$ cat config.mk
export PLATFORM = sky130hd
export DESIGN_NAME = flit_tx_credit
export DESIGN_NICKNAME = d
export VERILOG_FILES = /design/src/rtl/flit_tx_credit.sv
export SDC_FILE = /design/constraint.sdc
export NUM_CORES = 1
export LEC_CHECK = 0
export CORE_MARGIN = 4
export CORE_UTILIZATION = 44
export DETAILED_ROUTE_END_ITERATION = 8
export PLACE_DENSITY = 0.8
export SYNTH_ARGS = -nofsm -noshare
export SYNTH_HDL_FRONTEND = slang
export SYNTH_SLANG_ARGS = --single-unit
$ cat constraint.sdc
create_clock -name clk -period 2.6 [get_ports clk]
set_clock_uncertainty 0.2 [all_clocks]
set_input_delay 0.52 -clock clk [delete_from_list [all_inputs] [get_ports clk]]
set_output_delay 0.52 -clock clk [all_outputs]
set_load 0.005 [all_outputs]
$ cat src/rtl/flit_tx_credit.sv
// Transmit side of a router-to-router link: credit-gated flit forwarding with
// per-VC credit counters and wormhole framing checks.

package flit_tx_credit_pkg;
    localparam int unsigned PAYLOAD_W = 32;

    typedef enum logic [1:0] {
        HEAD     = 2'd0,
        BODY     = 2'd1,
        TAIL     = 2'd2,
        HEADTAIL = 2'd3
    } flit_label_t;

    typedef struct packed {
        flit_label_t            flit_label;
        logic [PAYLOAD_W-1:0]   payload;
    } flit_t;
endpackage

module flit_tx_credit
    import flit_tx_credit_pkg::*;
#(
    parameter  int unsigned VC_NUM      = 2,
    parameter  int unsigned BUFFER_SIZE = 4,
    localparam int unsigned VW          = (VC_NUM > 1) ? $clog2(VC_NUM) : 1,
    localparam int unsigned CW          = $clog2(BUFFER_SIZE + 1)
) (
    input  logic                 clk,
    input  logic                 rst,
    input  flit_t                data_i,
    input  logic [VW-1:0]        vc_i,
    input  logic                 valid_i,
    output logic                 ready_o,
    output flit_t                data_o,
    output logic [VW-1:0]        vc_o,
    output logic                 valid_o,
    input  logic [VC_NUM-1:0]    credit_i,
    output logic [VC_NUM*CW-1:0] credit_cnt_o,
    output logic                 idle_o,
    output logic                 err_o
);

    localparam logic [0:0] ST_IDLE   = 1'b0;
    localparam logic [0:0] ST_ACTIVE = 1'b1;
    localparam logic [CW-1:0] CNT_MAX = CW'(BUFFER_SIZE);

    logic [CW-1:0] cnt_q   [VC_NUM];
    logic [CW-1:0] cnt_d   [VC_NUM];
    logic [0:0]    state_q [VC_NUM];
    logic [0:0]    state_d [VC_NUM];

    logic          valid_q, valid_d;
    flit_t         data_q,  data_d;
    logic [VW-1:0] vc_q,    vc_d;
    logic          err_q,   err_d;
    logic          idle_q,  idle_d;

    logic              vc_ok_c;
    logic              xfer_c;
    logic [VC_NUM-1:0] send_c;

    // Accept whenever the addressed VC has at least one downstream slot free
    always_comb begin
        vc_ok_c = 32'(vc_i) < VC_NUM;
        ready_o = 1'b0;
        if (vc_ok_c) begin
            ready_o = (cnt_q[vc_i] != '0);
        end
        xfer_c = valid_i && ready_o;
        send_c = '0;
        for (int unsigned v = 0; v < VC_NUM; v++) begin
            send_c[v] = xfer_c && (vc_i == VW'(v));
        end
    end

    // Next-state: link register, credit counters, framing FSMs, sticky error, idle
    always_comb begin
        valid_d = xfer_c;
        data_d  = data_q;
        vc_d    = vc_q;
        err_d   = err_q;
        idle_d  = 1'b1;

        if (xfer_c) begin
            data_d = data_i;
            vc_d   = vc_i;
        end

        for (int unsigned v = 0; v < VC_NUM; v++) begin
            cnt_d[v]   = cnt_q[v];
            state_d[v] = state_q[v];

            if (send_c[v] && !credit_i[v]) begin
                cnt_d[v] = cnt_q[v] - CW'(1);
            end else if (credit_i[v] && !send_c[v]) begin
                // A credit beyond the buffer depth means downstream lost track
                if (cnt_q[v] == CNT_MAX) begin
                    err_d = 1'b1;
                end else begin
                    cnt_d[v] = cnt_q[v] + CW'(1);
                end
            end

            if (send_c[v]) begin
                case (data_i.flit_label)
                    HEAD: begin
                        if (state_q[v] == ST_ACTIVE) err_d = 1'b1;
                        state_d[v] = ST_ACTIVE;
                    end
                    BODY: begin
                        if (state_q[v] == ST_IDLE) err_d = 1'b1;
                    end
                    TAIL: begin
                        if (state_q[v] == ST_IDLE) err_d = 1'b1;
                        state_d[v] = ST_IDLE;
                    end
                    HEADTAIL: begin
                        if (state_q[v] == ST_ACTIVE) err_d = 1'b1;
                        state_d[v] = ST_IDLE;
                    end
                    default: begin
                        state_d[v] = state_q[v];
                    end
                endcase
            end

            if ((cnt_d[v] != CNT_MAX) || (state_d[v] != ST_IDLE)) begin
                idle_d = 1'b0;
            end
        end
    end

    always_ff @(posedge clk or negedge rst) begin
        if (!rst) begin
            valid_q <= 1'b0;
            data_q  <= '0;
            vc_q    <= '0;
            err_q   <= 1'b0;
            idle_q  <= 1'b1;
            for (int unsigned v = 0; v < VC_NUM; v++) begin
                cnt_q[v]   <= CNT_MAX;
                state_q[v] <= ST_IDLE;
            end
        end else begin
            valid_q <= valid_d;
            data_q  <= data_d;
            vc_q    <= vc_d;
            err_q   <= err_d;
            idle_q  <= idle_d;
            for (int unsigned v = 0; v < VC_NUM; v++) begin
                cnt_q[v]   <= cnt_d[v];
                state_q[v] <= state_d[v];
            end
        end
    end

    always_comb begin
        credit_cnt_o = '0;
        for (int unsigned v = 0; v < VC_NUM; v++) begin
            credit_cnt_o[v*CW +: CW] = cnt_q[v];
        end
    end

    assign valid_o = valid_q;
    assign data_o  = data_q;
    assign vc_o    = vc_q;
    assign err_o   = err_q;
    assign idle_o  = idle_q;

endmodule

==> reports/results.ini, run 1 <==
[cells_and_area]
drive_gt1_share_pct = 9.79
final_util_pct = 68.5
fin_cells = 404
multi_input_area_um2 = 955
n_fill_cell = 394
ff_latch_area_um2 = 1150
diodes = 0
area_growth_pct = 49.5
nets = 384

[clocking]
cts_hold_buf = 0
postCtsSetupRepairBufs = 0
cts_sinks = 46
cts_root_buf = clkbuf_8
cts_tree = yes
clk_pin_slew_ns = 0.09
clk_latency_ns = 0.28
post_cts_resized = 2
cts_max_level = 2
cts_buffers = 5
cts_buffer_depth = 2

[floorplanning]
dieHeight_um = 78.6
core_area_um2 = 4790
core.rowCount = 25
dieArea_um2 = 6180
die_w_um = 78.6
start_util_pct = 45.9
boundaryPins = 85

[pwr]
pwr-share-comb_pct = 45.2
seq_power_share_pct = 38.0
leakage_nw = 1.53
power_density_nw_per_um2 = 942
vdd_drop_max_v = 0.000507
switchingPower_mw = 1.04
intPower_mw = 2.05
clockPowerShare_pct = 16.8
netSwitchingFraction_pct = 33.5

[synthesis]
synthDistinctLibCells = 38
synthFlopType = dfrtp_1
synth-edff-count = 0
synthesis.nets = 289
yosys.area.top_type = dfrtp_1
synth_top_area_share_pct = 49.0
ys_warn_count = 0
synth-async-reset-ratio_pct = 100
ys_seq_area_share_pct = 52.6
ys_seq_elements = 46
syn_avg_cell_area_um2 = 9.11
synthTopCellsByArea = dfrtp_1, nand2_1, ha_1, dfstp_2, xnor2_1
synth_cells = 241
syn_area_um2 = 2190

[placed_design]
placed_cells = 396
place.port_buffers = 84
hpwl_um = 4060
dp_worst_setup_slack_ns = -0.142
place.gp.congestion = 0.886

[sta]
holdWs_ns = 0.0375
tightestPinTransition_ns = 0.627
max_slew_margin_pct = 58.2
finalSetupViolCount = 0
fin_ws_ns = 0.0460
fmax_ghz = 0.392
grt_setup_unrepaired = no
finalMaxSlewViolations = 0
finalCritPeriodShare_pct = 98.2
hold_viol_final = 0
fin_crit_ns = 2.55

[worst_setup_path]
path_cells = clkdlybuf4s50_1 > or4b_4 > o21a_1 > dlygate4sd2_1
cpPeakStageDelay_ns = 0.48
reg2reg_depth = 6
cp_max_fo = 2
startpoint_type = input pin
worstPathRequired_ns = 1.88
cpMaxStageDelayCell = clkdlybuf4s50_1
path_class = in -> out
rr_endpoint = idle_o
r2r_start = credit_cnt_o[3]
crit_arrival_ns = 1.83
r2r_setup_slack_ns = 0.32
cp-end-kind = output port
startpoint = vc_i
cp_num_buf_inv = 2
critPathTopFamily = buffers and inverters

[detailed_routing]
wirelength_um = 5420
avgViaCountPerCell = 4.89
drt_pre_antenna_iters = 4
ant_nets = 0
drc = 0
drt_iter0_drc = 114
wl_per_cell_um = 13.4
vias = 1974

[grt]
grt_pass1_wl_um = 9300
gr-total-overflow = 0
grt_max_degree = 34
grt_pass1_vias = 2034
antenna_found_initial = 0
track_usage_pct = 18.6

[min_path]
hp-class = in -> async

[flow_run]
cap_violations = 0

[outcome]
outcome = complete, no violations

-- placed cells by master, fill, tap and decap left out, types with 2 or more instances in the layout --
cell type        count
nand2_1            106
clkdlybuf4s50_1     82
dfrtp_1             43
buf_4               15
ha_1                 8
inv_1                7
nor2_1               6
o21ai_0              6
o211ai_1             5
xnor2_1              5
nor3_1               5
clkbuf_8             5
nand3b_1             4
nand3_1              3
dfstp_2              3
or3_1                2
o221ai_1             2
o21a_1               2
o32a_1               2
a21oi_1              2
mux2_2               2
-- registers in the layout (all words and copies together), names as in the netlist --
name	count
data_o	34
credit_cnt_o	6
state_q	2
err_o	1
idle_o	1
valid_o	1
vc_o	1
-- worst reg2reg max path: cells and delay by family (launching register included) --
kind                       cells  cell delay, ns
AOI/OAI and AO/OA              2            0.25
adders and majority gates      1            0.38
buffers and inverters          1            0.14
DFF                            1            0.43
and+or+nand+nor                2            0.82
-- layer usage --
layer / wire (um) / track usage, % / share of wire, % / vias to the layer above
met1: 2370 / 23.4 / 44 / 929
met2: 2620 / 31.3 / 48 / 64
met4: 29 / 3.67 / 0.54 / 0
li1: - / - / - / 976
met3: 394 / 6.19 / 7.3 / 5
met5: 0 / 0 / 0 / -
-- through the flow --
| step | setup TNS, ns | instance area (um^2) | total power, mW |
|---|---|---|---|
| after floorplan | 0 | 2190 | 1.79 |
| after global routing | 0 | 3280 | 3.34 |
| after detailed placement | -1.88 | 3170 | 2.59 |
| after CTS | 0 | 3280 | 3.12 |
| after global placement | -1.06 | 3170 | 2.55 |
| final | 0 | 3280 | 3.09 |
-- cell type report --
| type | count | share of cell area, % |
|---|---|---|
| tap | 67 | 2.56 |
| sequential | 46 | 35.2 |
| inverter | 8 | 0.915 |
| timing repair buffer | 99 | 28.9 |
| multi-input combinational | 176 | 29.1 |
| clock inverter | 2 | 1.14 |
| clock buffer | 6 | 2.21 |
-- power by group through the flow --
| stage | registers (mW) | clock network, mW | logic, mW |
|---|---|---|---|
| CTS | 1.17 | 0.532 | 1.42 |
| floorplan | 1.20 | 0 | 0.598 |
| global route | 1.22 | 0.562 | 1.56 |
| global placement | 1.18 | 0 | 1.37 |
| detailed placement | 1.18 | 0 | 1.41 |
| finish | 1.17 | 0.520 | 1.40 |
-- kinds of logic (layout without fill, tap and decap cells) --
family,after synthesis,count (layout),share of synthesized area [%]
AOI/OAI and AO/OA,25,25,8.55
xor gates and xnor gates,6,6,2.39
muxes,3,3,1.48
and+or+nand+nor,134,134,26.3
buffers and inverters,19,115,4.05
DFF,46,46,52.6
adders and majority gates,8,8,4.56
-- Yosys cell counts, types with 2 or more instances --
cell	count
nand3_1	3
nand3b_1	4
o21a_1	2
buf_4	2
nand2_1	106
inv_1	7
a21oi_1	2
dfstp_2	3
nor2_1	6
o32a_1	2
or4b_1	2
o221ai_1	2
ha_1	8
nor3_1	5
or3_1	2
o211ai_1	5
dfrtp_1	43
o21ai_0	6
buf_2	2
mux2_2	2
xnor2_1	5
clkbuf_1	6
-- worst max path at each step --
stage | to | slack, ns | cells after the start
final | ready_o | 0.05 | 4
after CTS | ready_o | 0.04 | 4
after floorplan | idle_o | 0.47 | 6
after global routing | ready_o | 0.006 | 4
after global placement | ready_o | -0.12 | 4
after detailed placement | ready_o | -0.14 | 4
(Power assumes the default switching activity.)
==> inputs of run 2 (changes only) <==
--- a/config.mk
+++ b/config.mk
@@ -5,10 +5,12 @@
 export SDC_FILE = /design/constraint.sdc
 export NUM_CORES = 1
 export LEC_CHECK = 0
+export CAP_MARGIN = 5
 export CORE_MARGIN = 4
 export CORE_UTILIZATION = 44
 export DETAILED_ROUTE_END_ITERATION = 8
 export PLACE_DENSITY = 0.8
+export REMOVE_ABC_BUFFERS = 1
 export SYNTH_ARGS = -nofsm -noshare
 export SYNTH_HDL_FRONTEND = slang
 export SYNTH_SLANG_ARGS = --single-unit
==> reports/results.ini, run 2 (synthesis results as in run 1) <==
[pwr]
netSwitchingFraction_pct = 33.6  ; was 33.5%
clockPowerShare_pct = 16.9  ; was 16.8%
intPower_mw = 2.04  ; was 2.05 mW
power_density_nw_per_um2 = 941  ; was 942 nW/um^2
switchingPower_mw = 1.03  ; was 1.04 mW
leakage_nw = 1.52  ; was 1.53 nW
seq_power_share_pct = 39.0  ; was 38.0%
pwr-share-comb_pct = 44.2  ; was 45.2%
fin_total_pwr_mw = 3.07  ; was 3.09 mW
vdd_drop_max_v = 0.000556  ; was 0.000507 V

[grt]
gr-total-overflow = 0  ; unchanged
grt_pass1_vias = 2057  ; was 2034
track_usage_pct = 18.5  ; was 18.6%
antenna_found_initial = 0  ; unchanged
grt_max_degree = 47  ; was 34
grt_pass1_wl_um = 9300  ; unchanged

[worst_setup_path]
reg2reg_depth = 6  ; unchanged
worstPathRequired_ns = 1.88  ; about the same
crit_arrival_ns = 1.82  ; was 1.83 ns
rr_endpoint = idle_o  ; unchanged
r2r_start = credit_cnt_o[3]  ; unchanged
r2r_setup_slack_ns = 0.29  ; was 0.32 ns
path_class = in -> out  ; unchanged
cp-end-kind = output port  ; unchanged
cp_max_fo = 2  ; unchanged
startpoint_type = input pin  ; unchanged

[clocking]
clk_latency_ns = 0.28  ; about the same
cts_buffers = 5  ; unchanged
cts_root_buf = clkbuf_8  ; unchanged
cts_tree = yes  ; unchanged
cts_max_level = 2  ; unchanged
postCtsSetupRepairBufs = 0  ; unchanged
clk_pin_slew_ns = 0.09  ; about the same
cts_sinks = 46  ; unchanged
cts_hold_buf = 0  ; unchanged
cts_buffer_depth = 2  ; unchanged

[cells_and_area]
final_common_cell = nand2_1  ; unchanged
drive_gt1_share_pct = 9.25  ; was 9.79%
n_fill_cell = 417  ; was 394
area_growth_pct = 48.8  ; was 49.5%
ff_latch_area_um2 = 1150  ; unchanged
diodes = 0  ; unchanged
fin_cells = 402  ; was 404
largest_register_ffs = 34  ; unchanged
final_cell_mix = nand2_1, clkdlybuf4s50_1, dfrtp_1  ; unchanged
multi_input_area_um2 = 955  ; unchanged
final_util_pct = 68.2  ; was 68.5%
nets = 382  ; was 384

[detailed_routing]
wl_met3_um = 240  ; was 394 um
avgViaCountPerCell = 4.89  ; about the same
drt_pre_antenna_iters = 4  ; unchanged
vias = 1966  ; was 1974
drc = 0  ; unchanged
ant_nets = 0  ; unchanged
drt-met1-wl_um = 2260  ; was 2370 um
drt_iter0_drc = 98  ; was 114
top_layer = met4  ; unchanged
wirelength_um = 5410  ; was 5420 um
wl_met2_um = 2720  ; was 2620 um
wl_per_cell_um = 13.5  ; was 13.4 um

[placed_design]
placed_cells = 394  ; was 396
place.gp.congestion = 0.869  ; was 0.886
hpwl_um = 4050  ; was 4060 um
dp_worst_setup_slack_ns = -0.138  ; was -0.142 ns
place.port_buffers = 84  ; unchanged

[floorplanning]
die_w_um = 78.6  ; unchanged
dieHeight_um = 78.6  ; unchanged
core.rowCount = 25  ; unchanged
core_area_um2 = 4790  ; unchanged
boundaryPins = 85  ; unchanged
dieArea_um2 = 6180  ; unchanged
start_util_pct = 45.9  ; unchanged

[flow_run]
cap_violations = 0  ; unchanged

[sta]
fin_ws_ns = 0.0618  ; was 0.0460 ns
tightestPinTransition_ns = 0.564  ; was 0.627 ns
finalCritPeriodShare_pct = 97.6  ; was 98.2%
final.setup.tns_ns = 0  ; unchanged
hold_viol_final = 0  ; unchanged
finalSetupViolCount = 0  ; unchanged
grt_setup_unrepaired = no  ; unchanged
fin_crit_ns = 2.54  ; was 2.55 ns
max_slew_margin_pct = 62.4  ; was 58.2%
fmax_ghz = 0.394  ; was 0.392 GHz
finalMaxSlewViolations = 0  ; unchanged

[min_path]
hp-class = in -> async  ; unchanged

[outcome]
outcome = complete, no violations  ; unchanged

-- run 2: final cells by class --
type | instances | share of cell area, %
clock inverter | 2 | 1.15
clock buffer | 6 | 2.22
inverter | 8 | 0.920
timing repair buffer | 97 | 28.5
sequential | 46 | 35.4
multi-input combinational | 176 | 29.2
tap | 67 | 2.57
-- run 2: worst max-delay path by stage --
| stage | start | to | slack (ns) | depth (start not counted) |
|---|---|---|---|---|
| after CTS | vc_i | ready_o | 0.05 | 4 |
| final | vc_i | ready_o | 0.06 | 4 |
| after global routing | vc_i | ready_o | 0.02 | 4 |
| after detailed placement | vc_i | ready_o | -0.14 | 4 |
| after global placement | vc_i | ready_o | -0.12 | 4 |
| after floorplan | credit_cnt_o[1] | data_o[0] | -0.77 | 5 |
-- run 2: stage by stage --
stage	hold WS, ns	cell area, um^2
after CTS	0.115	3270
after global placement	0.257	3150
final	0.0984	3270
after floorplan	0.0244	2140
after global routing	0.140	3270
after detailed placement	0.261	3150
-- run 2: per-layer routing --
layer / vias to the layer above / global-route usage, %
met1: 908 / 22.9
met4: 0 / 8.57
met5: - / 0
met2: 66 / 31.5
li1: 974 / -
met3: 18 / 2.87
-- run 2: what timing repair did --
| item | CTS | global route |
|---|---|---|
| endpoints found under the setup margin | 1 | 0 |
| gates resized for setup | 2 | 0 |
| endpoints found under the hold margin | 0 | 0 |
-- run 2: power groups by stage --
stage | sequential, mW | clock [mW] | combinational (mW)
4_1_cts | 1.20 | 0.533 | 1.37
3_3_place_gp | 1.20 | 0 | 1.34
2_1_floorplan | 1.21 | 0 | 0.553
6_report | 1.20 | 0.518 | 1.36
5_1_grt | 1.24 | 0.569 | 1.50
3_5_place_dp | 1.20 | 0 | 1.37
-- run 2: worst max-delay path: stages --
cell and delay, ns:
clkdlybuf4s50_1 0.47, or4b_4 0.46, o21a_1 0.11, dlygate4sd2_1 0.25
==> edit: new RTL, config.mk and constraints of run 2 <==
`VC_NUM`: 2 -> 8.
--- a/src/rtl/flit_tx_credit.sv
+++ b/src/rtl/flit_tx_credit.sv
@@ -20,7 +20,7 @@
 module flit_tx_credit
     import flit_tx_credit_pkg::*;
 #(
-    parameter  int unsigned VC_NUM      = 2,
+    parameter  int unsigned VC_NUM      = 8,
     parameter  int unsigned BUFFER_SIZE = 4,
     localparam int unsigned VW          = (VC_NUM > 1) ? $clog2(VC_NUM) : 1,
     localparam int unsigned CW          = $clog2(BUFFER_SIZE + 1)
Ports: changed (resized credit_cnt_o, credit_i, vc_i and vc_o); port bits go from 85 to 113. The function was not compared with the original's and may differ.
==> edit against run 2 <==
  * Sequential cell count up 26
  * Via count grew 120%
  * Area after synthesis grew 97%
  * Wire length grew to 2.7 times the old value
  * Synthesized cell count rose by 71%
  * Sequential power up 55%
  * Combinational power grew to 2.8 times the old value
  * Total power grew 110%
  * Global-route usage increased by 5.1 points
  * Cell area up 110%
  * Worst setup slack got worse by 0.33 ns
  * The flow now finishes with violations (negative hold slack, negative setup slack)
  * Largest power group unchanged
  * Critical path depth increased by 5
  * Sequential share of layout area shrank 9.2 points
==> edit: results (changes against run 2) <==
metric,value,unit,change
library cells used by synthesis,62,,+63%
Critical Path AT,2.94,ns,+1.12 ns
maximum vdd drop,0.000599,V,+7.8%
Placed Cells,725,,+84%
drt pass-1 iters,7,,+3
DR vias/cell,5.62,,+15%
dpl ws,-0.969,ns,-0.831 ns
Slew Limit Headroom,0.537,,-0.0873
Port Buffers,112,,+33%
status,"complete, but fails checks",,
CTS Buf Count,9,,+4
largest net degree at the start of global routing,39,,-17%
GRT Overall Usage,0.235,,+0.0507
R2R cell count,9,,+3
Via Count,4286,,+120%
CP Max Fanout,5,,+3
Slowest cell on crit path,or3b_4,,
final hold viol count,2,,+2
failing checks,"negative hold slack, negative setup slack",,
nets,702,,+84%
PnR worst setup slack,-0.271,ns,-0.333 ns
Hold WS,-0.0101,ns,-0.109 ns
Final setup viols,36,,+36
GPL Wtd Cong,0.920,,+5.9%
first-pass GRT wire length,21.4,mm,+130%
part of the Yosys area used for sequential elements,0.420,,-0.107
placed inst area,6240,sq um,+98%
vias in the first global route,4392,,+110%
Setup crit start,valid_i,,
## edit: report_power, final
part           leakage (nW)  internal, mW  switching [mW]  total [mW]
Clock                0.0827         0.354           0.475       0.829
Combinational          2.15          2.11            1.67        3.78
Sequential            0.843          1.56           0.304        1.86
## edit: repair_timing
| item | CTS | global route |
|---|---|---|
| pin swaps | 8 | 24 |
| buffers inserted | 11 | 8 |
| gates resized for setup | 27 | 48 |
| gates cloned | 0 | 4 |
| endpoints found under the setup margin | 46 | 20 |
## edit: cells by family (layout without fill, tap and decap cells)
family                   count (synthesis)  count (layout)  share of synthesized area
AO/OA/AOI/OAI                           67              67                      0.111
AND/OR/NAND/NOR                        131             131                      0.186
multiplexers                            51              51                      0.132
adder cells (fa/ha/maj)                 26              26                     0.0753
buffers and inverters                   52             274                     0.0524
XOR/XNOR                                12              12                     0.0243
flip-flops                              72              72                      0.420
## edit: area by class of cell
cell class / count / area, sq um
clock inverter: 7 / 53.8
fill: 604 / 2490
multi-input combinational: 287 / 2580
clock buffer: 9 / 124
tap: 129 / 161
inverter: 29 / 109
sequential: 72 / 1810
timing repair buffer: 229 / 2090
## edit: final timing paths
check	to	slack, ns
min in group clk	vc_o[1]	0.28
setup / recovery	idle_o	-0.27
hold / removal	credit_cnt_o[15]	-0.01
hold reg to reg	vc_o[1]	0.28
setup reg to reg	idle_o	-0.26
max in group asynchronous	idle_o	1.49
## edit: layer usage
metal | vias up | wire, um | part of all wire | global-route usage
met4 | 0 | 496 | 0.034 | 0.0849
met2 | 211 | 7480 | 0.51 | 0.409
li1 | 1929 | - | - | -
met5 | - | 0 | 0 | 0
met3 | 47 | 1090 | 0.074 | 0.0722
met1 | 2099 | 5620 | 0.38 | 0.272
